===== src/rtl/sd_rsp_pkg.sv =====
// Shared types and constants for the SD host CMD-line response receive path.
package sd_rsp_pkg;

    typedef enum logic [1:0] {
        RSP_48        = 2'd0,
        RSP_48_NO_CRC = 2'd1,
        RSP_136       = 2'd2
    } rsp_type_e;

    typedef enum logic [1:0] {
        ST_IDLE       = 2'd0,
        ST_WAIT_START = 2'd1,
        ST_RECEIVE    = 2'd2,
        ST_DONE       = 2'd3
    } rsp_state_e;

    localparam int RspLenShort = 48;
    localparam int RspLenLong  = 136;
    localparam int CrcLen      = 7;
    localparam int R2HeaderLen = 8;

endpackage


===== src/rtl/sd_crc7.sv =====
// Serial CRC7 (x^7 + x^3 + 1), MSb-first data. Shared by the command transmitter.
module sd_crc7 (
    input  logic       clk_i,
    input  logic       rst_i,
    input  logic       clr_i,
    input  logic       en_i,
    input  logic       data_i,
    output logic [6:0] crc_o
);

    logic [6:0] crc_q;
    logic       fb;

    assign fb    = data_i ^ crc_q[6];
    assign crc_o = crc_q;

    always_ff @(posedge clk_i) begin
        if (rst_i || clr_i) begin
            crc_q <= 7'd0;
        end else if (en_i) begin
            crc_q <= {crc_q[5:0], 1'b0} ^ ({7{fb}} & 7'h09);
        end
    end

endmodule


===== src/rtl/sd_rsp_rx_ctrl.sv =====
// CMD-line response receive sequencer: start-bit hunt, NCR timeout, 48/136-bit shift
// control, end-bit check. CRC7 checking is built only with SDHCI_RSP_CRC_CHECK_EN.
module sd_rsp_rx_ctrl
    import sd_rsp_pkg::*;
#(
    parameter int TimeoutCycles = 64,
    parameter int CntWidth      = 8
) (
    input  logic      clk_i,
    input  logic      rst_i,
    input  logic      sd_clk_en_i,
    input  logic      cmd_i,
    input  logic      start_i,
    input  rsp_type_e rsp_type_i,
    input  logic      abort_i,
    output logic      shift_in_en_o,
    output logic      par_output_en_o,
    output logic      busy_o,
    output logic      done_o,
    output logic      timeout_err_o,
    output logic      end_bit_err_o,
    output logic      crc_err_o
);

    rsp_state_e            state_q, state_d;
    rsp_type_e             type_q, type_d;
    logic [CntWidth-1:0]   bit_cnt_q, bit_cnt_d;
    logic [CntWidth-1:0]   to_cnt_q, to_cnt_d;
    logic [CntWidth-1:0]   cur_bit;
    logic [CntWidth-1:0]   rsp_len;
    logic                  to_err_q, to_err_d;
    logic                  eb_err_q, eb_err_d;
    logic                  crc_err_q, crc_err_d;
    logic                  par_en_q, par_en_d;
    logic                  rx_bit;
    logic                  crc_mis;

    // A bit is captured on every strobe in RECEIVE, and on the start bit in WAIT_START.
    assign rx_bit = sd_clk_en_i && !abort_i &&
                    ((state_q == ST_RECEIVE) || ((state_q == ST_WAIT_START) && !cmd_i));
    assign cur_bit = bit_cnt_q + CntWidth'(1);
    assign rsp_len = (type_q == RSP_136) ? CntWidth'(RspLenLong) : CntWidth'(RspLenShort);

    always_comb begin
        state_d   = state_q;
        type_d    = type_q;
        bit_cnt_d = bit_cnt_q;
        to_cnt_d  = to_cnt_q;
        to_err_d  = to_err_q;
        eb_err_d  = eb_err_q;
        crc_err_d = crc_err_q;
        par_en_d  = par_en_q;
        done_o    = 1'b0;
        case (state_q)
            ST_IDLE: begin
                if (start_i && !abort_i) begin
                    state_d   = ST_WAIT_START;
                    type_d    = rsp_type_i;
                    bit_cnt_d = '0;
                    to_cnt_d  = '0;
                    to_err_d  = 1'b0;
                    eb_err_d  = 1'b0;
                    crc_err_d = 1'b0;
                    par_en_d  = 1'b0;
                end
            end
            ST_WAIT_START: begin
                if (abort_i) begin
                    state_d = ST_IDLE;
                end else if (sd_clk_en_i) begin
                    if (!cmd_i) begin
                        bit_cnt_d = CntWidth'(1);
                        state_d   = ST_RECEIVE;
                    end else begin
                        to_cnt_d = to_cnt_q + CntWidth'(1);
                        if (to_cnt_d == CntWidth'(TimeoutCycles)) begin
                            to_err_d = 1'b1;
                            par_en_d = 1'b1;
                            state_d  = ST_DONE;
                        end
                    end
                end
            end
            ST_RECEIVE: begin
                if (abort_i) begin
                    state_d = ST_IDLE;
                end else if (sd_clk_en_i) begin
                    bit_cnt_d = cur_bit;
                    if (cur_bit == rsp_len) begin
                        if (!cmd_i) begin
                            eb_err_d = 1'b1;
                        end
                        par_en_d = 1'b1;
                        state_d  = ST_DONE;
                    end
                end
            end
            ST_DONE: begin
                done_o  = !abort_i;
                state_d = ST_IDLE;
            end
            default: state_d = ST_IDLE;
        endcase
    end

`ifdef SDHCI_RSP_CRC_CHECK_EN
    logic [6:0]          crc_val;
    logic                crc_clr;
    logic                crc_en;
    logic                check_en;
    logic                in_data;
    logic                in_cmp;
    logic [CntWidth-1:0] data_first;
    logic [CntWidth-1:0] cmp_first;
    logic [CntWidth-1:0] cmp_off;
    logic [2:0]          crc_idx;

    // The R2 header (start, tx, reserved) is outside the CRC coverage.
    assign check_en   = (type_q == RSP_48) || (type_q == RSP_136);
    assign data_first = (type_q == RSP_136) ? CntWidth'(R2HeaderLen + 1) : CntWidth'(1);
    assign cmp_first  = rsp_len - CntWidth'(CrcLen);
    assign in_data    = (cur_bit >= data_first) && (cur_bit < cmp_first);
    assign in_cmp     = (cur_bit >= cmp_first) && (cur_bit < rsp_len);
    assign cmp_off    = cur_bit - cmp_first;
    assign crc_idx    = 3'(CrcLen - 1) - cmp_off[2:0];
    assign crc_clr    = (state_q == ST_IDLE) && start_i && !abort_i;
    assign crc_en     = rx_bit && check_en && in_data;
    assign crc_mis    = rx_bit && check_en && in_cmp && (cmd_i != crc_val[crc_idx]);

    sd_crc7 u_crc7 (
        .clk_i  (clk_i),
        .rst_i  (rst_i),
        .clr_i  (crc_clr),
        .en_i   (crc_en),
        .data_i (cmd_i),
        .crc_o  (crc_val)
    );
`else
    assign crc_mis = 1'b0;
`endif

    always_ff @(posedge clk_i) begin
        if (rst_i) begin
            state_q   <= ST_IDLE;
            type_q    <= RSP_48;
            bit_cnt_q <= '0;
            to_cnt_q  <= '0;
            to_err_q  <= 1'b0;
            eb_err_q  <= 1'b0;
            crc_err_q <= 1'b0;
            par_en_q  <= 1'b0;
        end else begin
            state_q   <= state_d;
            type_q    <= type_d;
            bit_cnt_q <= bit_cnt_d;
            to_cnt_q  <= to_cnt_d;
            to_err_q  <= to_err_d;
            eb_err_q  <= eb_err_d;
            crc_err_q <= crc_err_d | crc_mis;
            par_en_q  <= par_en_d;
        end
    end

    assign shift_in_en_o   = rx_bit;
    assign par_output_en_o = par_en_q;
    assign busy_o          = (state_q == ST_WAIT_START) || (state_q == ST_RECEIVE);
    assign timeout_err_o   = to_err_q;
    assign end_bit_err_o   = eb_err_q;
    assign crc_err_o       = crc_err_q;

endmodule


===== config.mk =====
export PLATFORM = sky130hd
export DESIGN_NAME = sd_rsp_rx_ctrl
export DESIGN_NICKNAME = d
export VERILOG_FILES = /design/src/rtl/sd_rsp_pkg.sv /design/src/rtl/sd_crc7.sv /design/src/rtl/sd_rsp_rx_ctrl.sv
export SDC_FILE = /design/constraint.sdc
export NUM_CORES = 1
export LEC_CHECK = 0
export ABC_AREA = 1
export CORE_MARGIN = 10
export CORE_UTILIZATION = 51
export DETAILED_ROUTE_END_ITERATION = 8
export MAX_ROUTING_LAYER = met4
export PLACE_DENSITY = 0.75
export SKIP_LAST_GASP = 1
export SYNTH_ARGS = -nofsm -noshare
export SYNTH_HDL_FRONTEND = slang
export SYNTH_SLANG_ARGS = --single-unit

===== constraint.sdc =====
create_clock -name clk_i -period 1.73 [get_ports clk_i]
set_input_delay 0.519 -clock clk_i [delete_from_list [all_inputs] [get_ports clk_i]]
set_output_delay 0.519 -clock clk_i [all_outputs]
set_load 0.005 [all_outputs]

# After elaboration in Yosys (flattened, before gate mapping)
# Cells that the tools add are included.
[word_totals] ff_bits=23 latch_bits=0 ram_bits=0 romBits=0 inputBits=8 out_inout_bits=7 word_cells=85 mem_count=0
[op_classes] add_sub_neg=2 multipliers=0 div_mod_pow=0 order_cmp=0 n_eq_ne=20 shifts=0 n_mux=37 n_bitwise=0 reduce_logical=19
[op_table] cell="8-bit two-way mux" n=10
[op_table] cell="8-bit one-hot mux with 3 select lines" n=1
[op_table] cell="8-bit by 1-bit adder with 8-bit output (second input constant)" n=2
[op_table] cell="2-bit two-way mux" n=8
[op_table] cell="2-bit != test (second input constant)" n=8
[op_table] cell="8-bit one-hot mux with 2 select lines" n=1
[op_table] cell="1-bit two-way mux" n=13
[op_table] cell="6-bit AND reduction" n=2
[op_table] cell="5-bit AND reduction" n=2
[op_table] cell="9-bit AND reduction" n=1
[op_table] cell="8-bit by 7-bit equality test with 1-bit output (second input constant)" n=1
[op_table] cell="8-bit equality test" n=1
[op_table] cell="2-bit one-hot mux with 4 select lines" n=1
[op_table] cell="7-bit AND reduction" n=1
[op_table] cell="2-bit equality test (second input constant)" n=3
[op_table] cell="3-bit != test (second input constant)" n=2
[op_table] cell="1-bit logical AND" n=4
[op_table] cell="2-bit by 1-bit != test with 1-bit output (second input constant)" n=2
[op_table] cell="4-bit by 3-bit != test with 1-bit output (second input constant)" n=1
[op_table] cell="1-bit one-hot mux with 2 select lines" n=2
[op_table] cell="2-bit nonzero test" n=2
[op_table] cell="3-bit by 2-bit != test with 1-bit output (second input constant)" n=1
[op_table] cell="1-bit one-hot mux with 3 select lines" n=1
[op_table] cell="3-bit nonzero test" n=1
[op_table] cell="other kinds (5)" n=7

# Depth between registers and ports, before layout
[depth] word_depth=7 depth_mapped=13 depth_no_buf=13

# Worst setup path after synthesis
# No wires, ideal clock.
[synth_timing] path_type="reg2reg" from="reg state_q[1]" to="reg bit_cnt_q[5]" setup_ps=67 arrival_time_ps=1665 t_required_ps=1663 slack_ps=-2 path_stages_with_launch=10 path_buffers=0 synth_period_minus_slack_ps=1732 cell_sequence="dfxtp_1 inv_1 ha_1 nor2_2 nor2_2 nor3b_4 nand2_4 nor3_4 nand3_2 a21oi_2"
[synth_via] elab_chain_len=3 word_cells_on_any_way=12 classes_between="eq/ne (8); mux (1); reduce/logical (3)"
[synth_lines] element="from (decl)" line="sd_rsp_rx_ctrl.sv:25" text="rsp_state_e state_q, state_d;"
[synth_lines] element="from (signal assigned)" line="sd_rsp_rx_ctrl.sv:153" text="state_q <= state_d;"
[synth_lines] element="2-bit by 1-bit equality test with 1-bit output (tied with other cells)" line="sd_rsp_rx_ctrl.sv:54" text="case (state_q)"
[synth_lines] element="2-bit != test (no line) or 3-bit nonzero test (tied branches)"
[synth_lines] element="7-bit AND reduction (no line)"
[synth_lines] element="to (signal assigned)" line="sd_rsp_rx_ctrl.sv:155" text="bit_cnt_q <= bit_cnt_d;"
[synth_lines] element="to (decl)" line="sd_rsp_rx_ctrl.sv:27" text="logic [CntWidth-1:0] bit_cnt_q, bit_cnt_d;"
# Parallel ways exist; a longest one is shown, timed or not.
# A chain may end at the register's enable or synchronous reset.

# Final worst setup path
[layout_timing] from="reg state_q[1]" to="out shift_in_en_o"
[layout_via] elab_chain_len=4 word_cells_on_any_way=5 classes_between="eq/ne (2); reduce/logical (3)"
[layout_lines] element="2-bit by 1-bit equality test with 1-bit output" line="sd_rsp_rx_ctrl.sv:40" text="((state_q == ST_RECEIVE) || ((state_q == ST_WAIT_START) && !cmd_i));"
[layout_lines] element="1-bit logical AND" line="sd_rsp_rx_ctrl.sv:40"
[layout_lines] element="1-bit logical OR (*)" line="sd_rsp_rx_ctrl.sv:40"
[layout_lines] element="1-bit logical AND (*)" line="sd_rsp_rx_ctrl.sv:39" text="assign rx_bit = sd_clk_en_i && !abort_i &&"
[layout_lines] element="to (decl)" line="sd_rsp_rx_ctrl.sv:16" text="output logic shift_in_en_o,"
# Mark *: on every way between the ends. The rest lies on a longest branch, timed or not.

==> metrics.md <==
| Metric | Value |
|---|---|
| Leakage power | roughly 0.85 nW |
| Total Wirelength | 3590 um |
| Fmax | 0.538 GHz |
| Worst Max-Slew Pin Slew | between 0.4 and 0.5 ns |
| Ratio of cells with drive above 1 in the final layout | 32.1% |
| Area of the multi-input gates | 1040 um2 |
| Post-Layout Cell Count | 311 |
| Most numerous cell in the Yosys netlist | nand2_1 |
| Crit path DAT | 1.34 ns |
| Initial Util | between 50% and 60% |
| Max Cap Violations | 0 |
| Synth cell types | 32 |
| Largest net degree at the start of global routing | 14 |
| Vias after detailed routing | approximately 1600 |
| Tcrit/Tclk final | 107% |
| Die Width | approximately 75 um |
| P per Cell Area | between 1000 and 1500 nW/um2 |
| VDD IR max | about 940 uV |
| Total gr overflow | 0 |
| CP cell instances | inv_2, ha_4, inv_2, or2_4, a21oi_2, buf_2 |
| Synthesized Nets | 247 |
| Hold Path Origin | type_q[0] |
| Syn_area_per_cell | between 6 and 7 um2 |
| Post-synth EDFFs | 0 |
| Clock transition at path regs | roughly 0.13 ns |
| Clk_skew | between 0.003 and 0.004 ns |
| Fillers | roughly 240 |
| Row cnt | 19 |
| Setup WS post-layout | -0.128 ns |
| Antenna viol nets, final | 0 |
| Seq/Total Area, Yosys | 29.8% |
| Crit path max fanout | 2 |
| Placed Instances | slightly above 300 |
| Buf/Inv on CP | 3 |
| Synth top area share | between 20% and 30% |
| Reg-to-Reg Start | state_q[0] |
| Post-route minimum period | roughly 1.9 ns |
| Total GRT Usage | about 15% |
| Fin. Hold Viols | 0 |
| RSZ-0062 raised after global routing | yes |
| Post-route DRC | 0 |
| Layout area overhead | 34.1% |
| Initial antenna violation count | 0 |
| Vias per cell | a little over 5 |
| Tot Pwr | 2.26 mW |
| Kind of critical path | flop to primary output |
| Clock tree buffer depth | 2 |
| Routability cong. | 0.949 |
| Die area | roughly 5600 um2 |
| TritonCTS clock tree | yes |
| Die height | around 75 um |
| Drt wl/cell | ~12 um |
| Final setup violation count | 11 |
| CTS Hold Bufs | 0 |
| Mapped Cells | 232 |
| Most used DFF post-synth | dfxtp_1 |
| CP max stage cell | dfxtp_2 |
| Iter 0 DRT Violations | 57 |
| Util after Layout | 73.2% |
| Failing checks | setup timing |
| CP dominant cell by count | inv_2 |
| Placeable core area | 2830 um2 |
| CP startpoint | state_q[1] |
| CTS root buf | clkbuf_4 |
| Area contributors post-synth | dfxtp_1, nand2_1, a21oi_1, inv_1, ha_1 |
| CP Launch Type | flop |
| Dpl hpwl | between 2000 and 3000 um |
| # clock sinks | 23 |
| Status | complete, but fails checks |
| Yosys Warn Count | 0 |
| Yosys reg bits | 23 |
| Nets | 296 |
| IO Count | 15 |
| Worst setup EP type | primary output |
| Leading cell types by count after synthesis | nand2_1, inv_1, dfxtp_1 |
| Count of pins over their slew limit | 0 |
| Worst stage delay on the critical path | between 0.3 and 0.4 ns |
| Worst EP required | about 1.2 ns |
| First-pass GRT wire length | between 6000 and 7000 um |
| Vias in the first global route | about 1600 |
| Slew headroom | around 67% |
| Drt first pass iters | 4 |
| H-tree Lvls | 1 |
| Clock Latency Late Sink | roughly 0.32 ns |
| Hold WC Path Type | flop to flop |
| Cell accounting for the most synthesized area | dfxtp_1 |
| Synth async-reset ratio | 0% |
| Antenna cell count | 0 |
| Top cell family by delay on the critical path | flip-flops |
| TritonCTS Buffers | 3 |
| Port bufs | 13 |
| Mapped Area | ~1500 um2 |
| Register area | roughly 470 um2 |
[what timing repair did]
action                                  in CTS  in global routing
pin swaps                                    3                  6
endpoints found under the setup margin      13                 17
resized for setup                           24                 17
setup buffers                                1                  1
[placed cells by master, fill, tap and decap left out, drive strengths merged]
cell | netlist | layout
a21oi | 23 | 23
conb | 1 | 1
dfxtp | 23 | 23
o31ai | 1 | 1
ha | 7 | 7
nand4 | 2 | 2
dlygate4sd2 | 0 | 3
inv | 28 | 28
a31oi | 1 | 1
o21ai | 9 | 9
nor2 | 26 | 26
nand2 | 80 | 80
clkbuf | 2 | 3
o21a | 1 | 1
buf | 1 | 37
clkinv | 0 | 1
a22oi | 1 | 1
nor3 | 2 | 2
o211ai | 1 | 1
o21bai | 2 | 2
nand3 | 14 | 14
a311oi | 1 | 1
clkdlybuf4s50 | 0 | 7
or2 | 1 | 1
nor3b | 1 | 1
nand3b | 4 | 4
[worst paths after layout]
check / endpoint / slack, ns / depth (start not counted)
max reg2reg: state_q[0] / -0.04 / 8
min reg2reg: type_q[0] / 0.46 / 2
min: type_q[0] / 0.46 / 2
max: shift_in_en_o / -0.13 / 6
[cell type report]
type	instances	area share, %
timing repair buffer	47	18.7
sequential	23	22.9
inverter	28	5.08
multi-input combinational	178	50.1
tap	31	1.87
clock inverter	1	0.242
clock buffer	3	1.09
[stage by stage]
step | hold WS (ns) | setup TNS [ns] | area, um2 | setup slack (ns)
2_1_floorplan | 0.424 | 0 | 1570 | 0.0161
3_3_place_gp | 0.437 | -7.91 | 1960 | -0.658
3_5_place_dp | 0.443 | -8.39 | 1960 | -0.695
4_1_cts | 0.465 | -0.283 | 2010 | -0.132
5_1_grt | 0.480 | -1.94 | 2070 | -0.191
6_report | 0.462 | -0.493 | 2070 | -0.128
[cell families (layout without fill, tap and decap cells)]
kind of cell             after synthesis  in the layout  share of synthesized area (%)
adder cells (fa/ha/maj)                7              7                           5.68
AND/OR/NAND/NOR                      130            130                           41.0
AO/OA/AOI/OAI                         40             40                           15.4
other                                  1              1                          0.243
buffers and inverters                 31             79                           7.79
flip-flops                            23             23                           29.8
[registers in the layout (all words and copies together), names as in the netlist]
name and flops:
bit_cnt_q 8, type_q 2, timeout_err_o 1, to_cnt_q 8
state_q 2, par_output_en_o 1, end_bit_err_o 1
[worst min-delay path, stage by stage (launching register included)]
cell,delay [ns]
dfxtp_1,0.33
inv_1,0.05
a21oi_1,0.05
[routing by layer]
| layer | global-route usage [%] | part of all wire [%] | vias to the layer above |
|---|---|---|---|
| met5 | - | 0 | - |
| li1 | - | - | 848 |
| met2 | 24.9 | 48 | 12 |
| met4 | 3.99 | 0.28 | 0 |
| met3 | 2.50 | 2.3 | 2 |
| met1 | 17.1 | 49 | 718 |
[power by group]
group	switching (mW)	total (mW)	internal, mW	leakage, nW
Clock	0.171	0.257	0.0867	0.0177
Sequential	0.0318	0.620	0.588	0.190
Combinational	0.713	1.38	0.670	0.643
Total	0.915	2.26	1.34	0.851
Power figures use the tool's default switching activity.
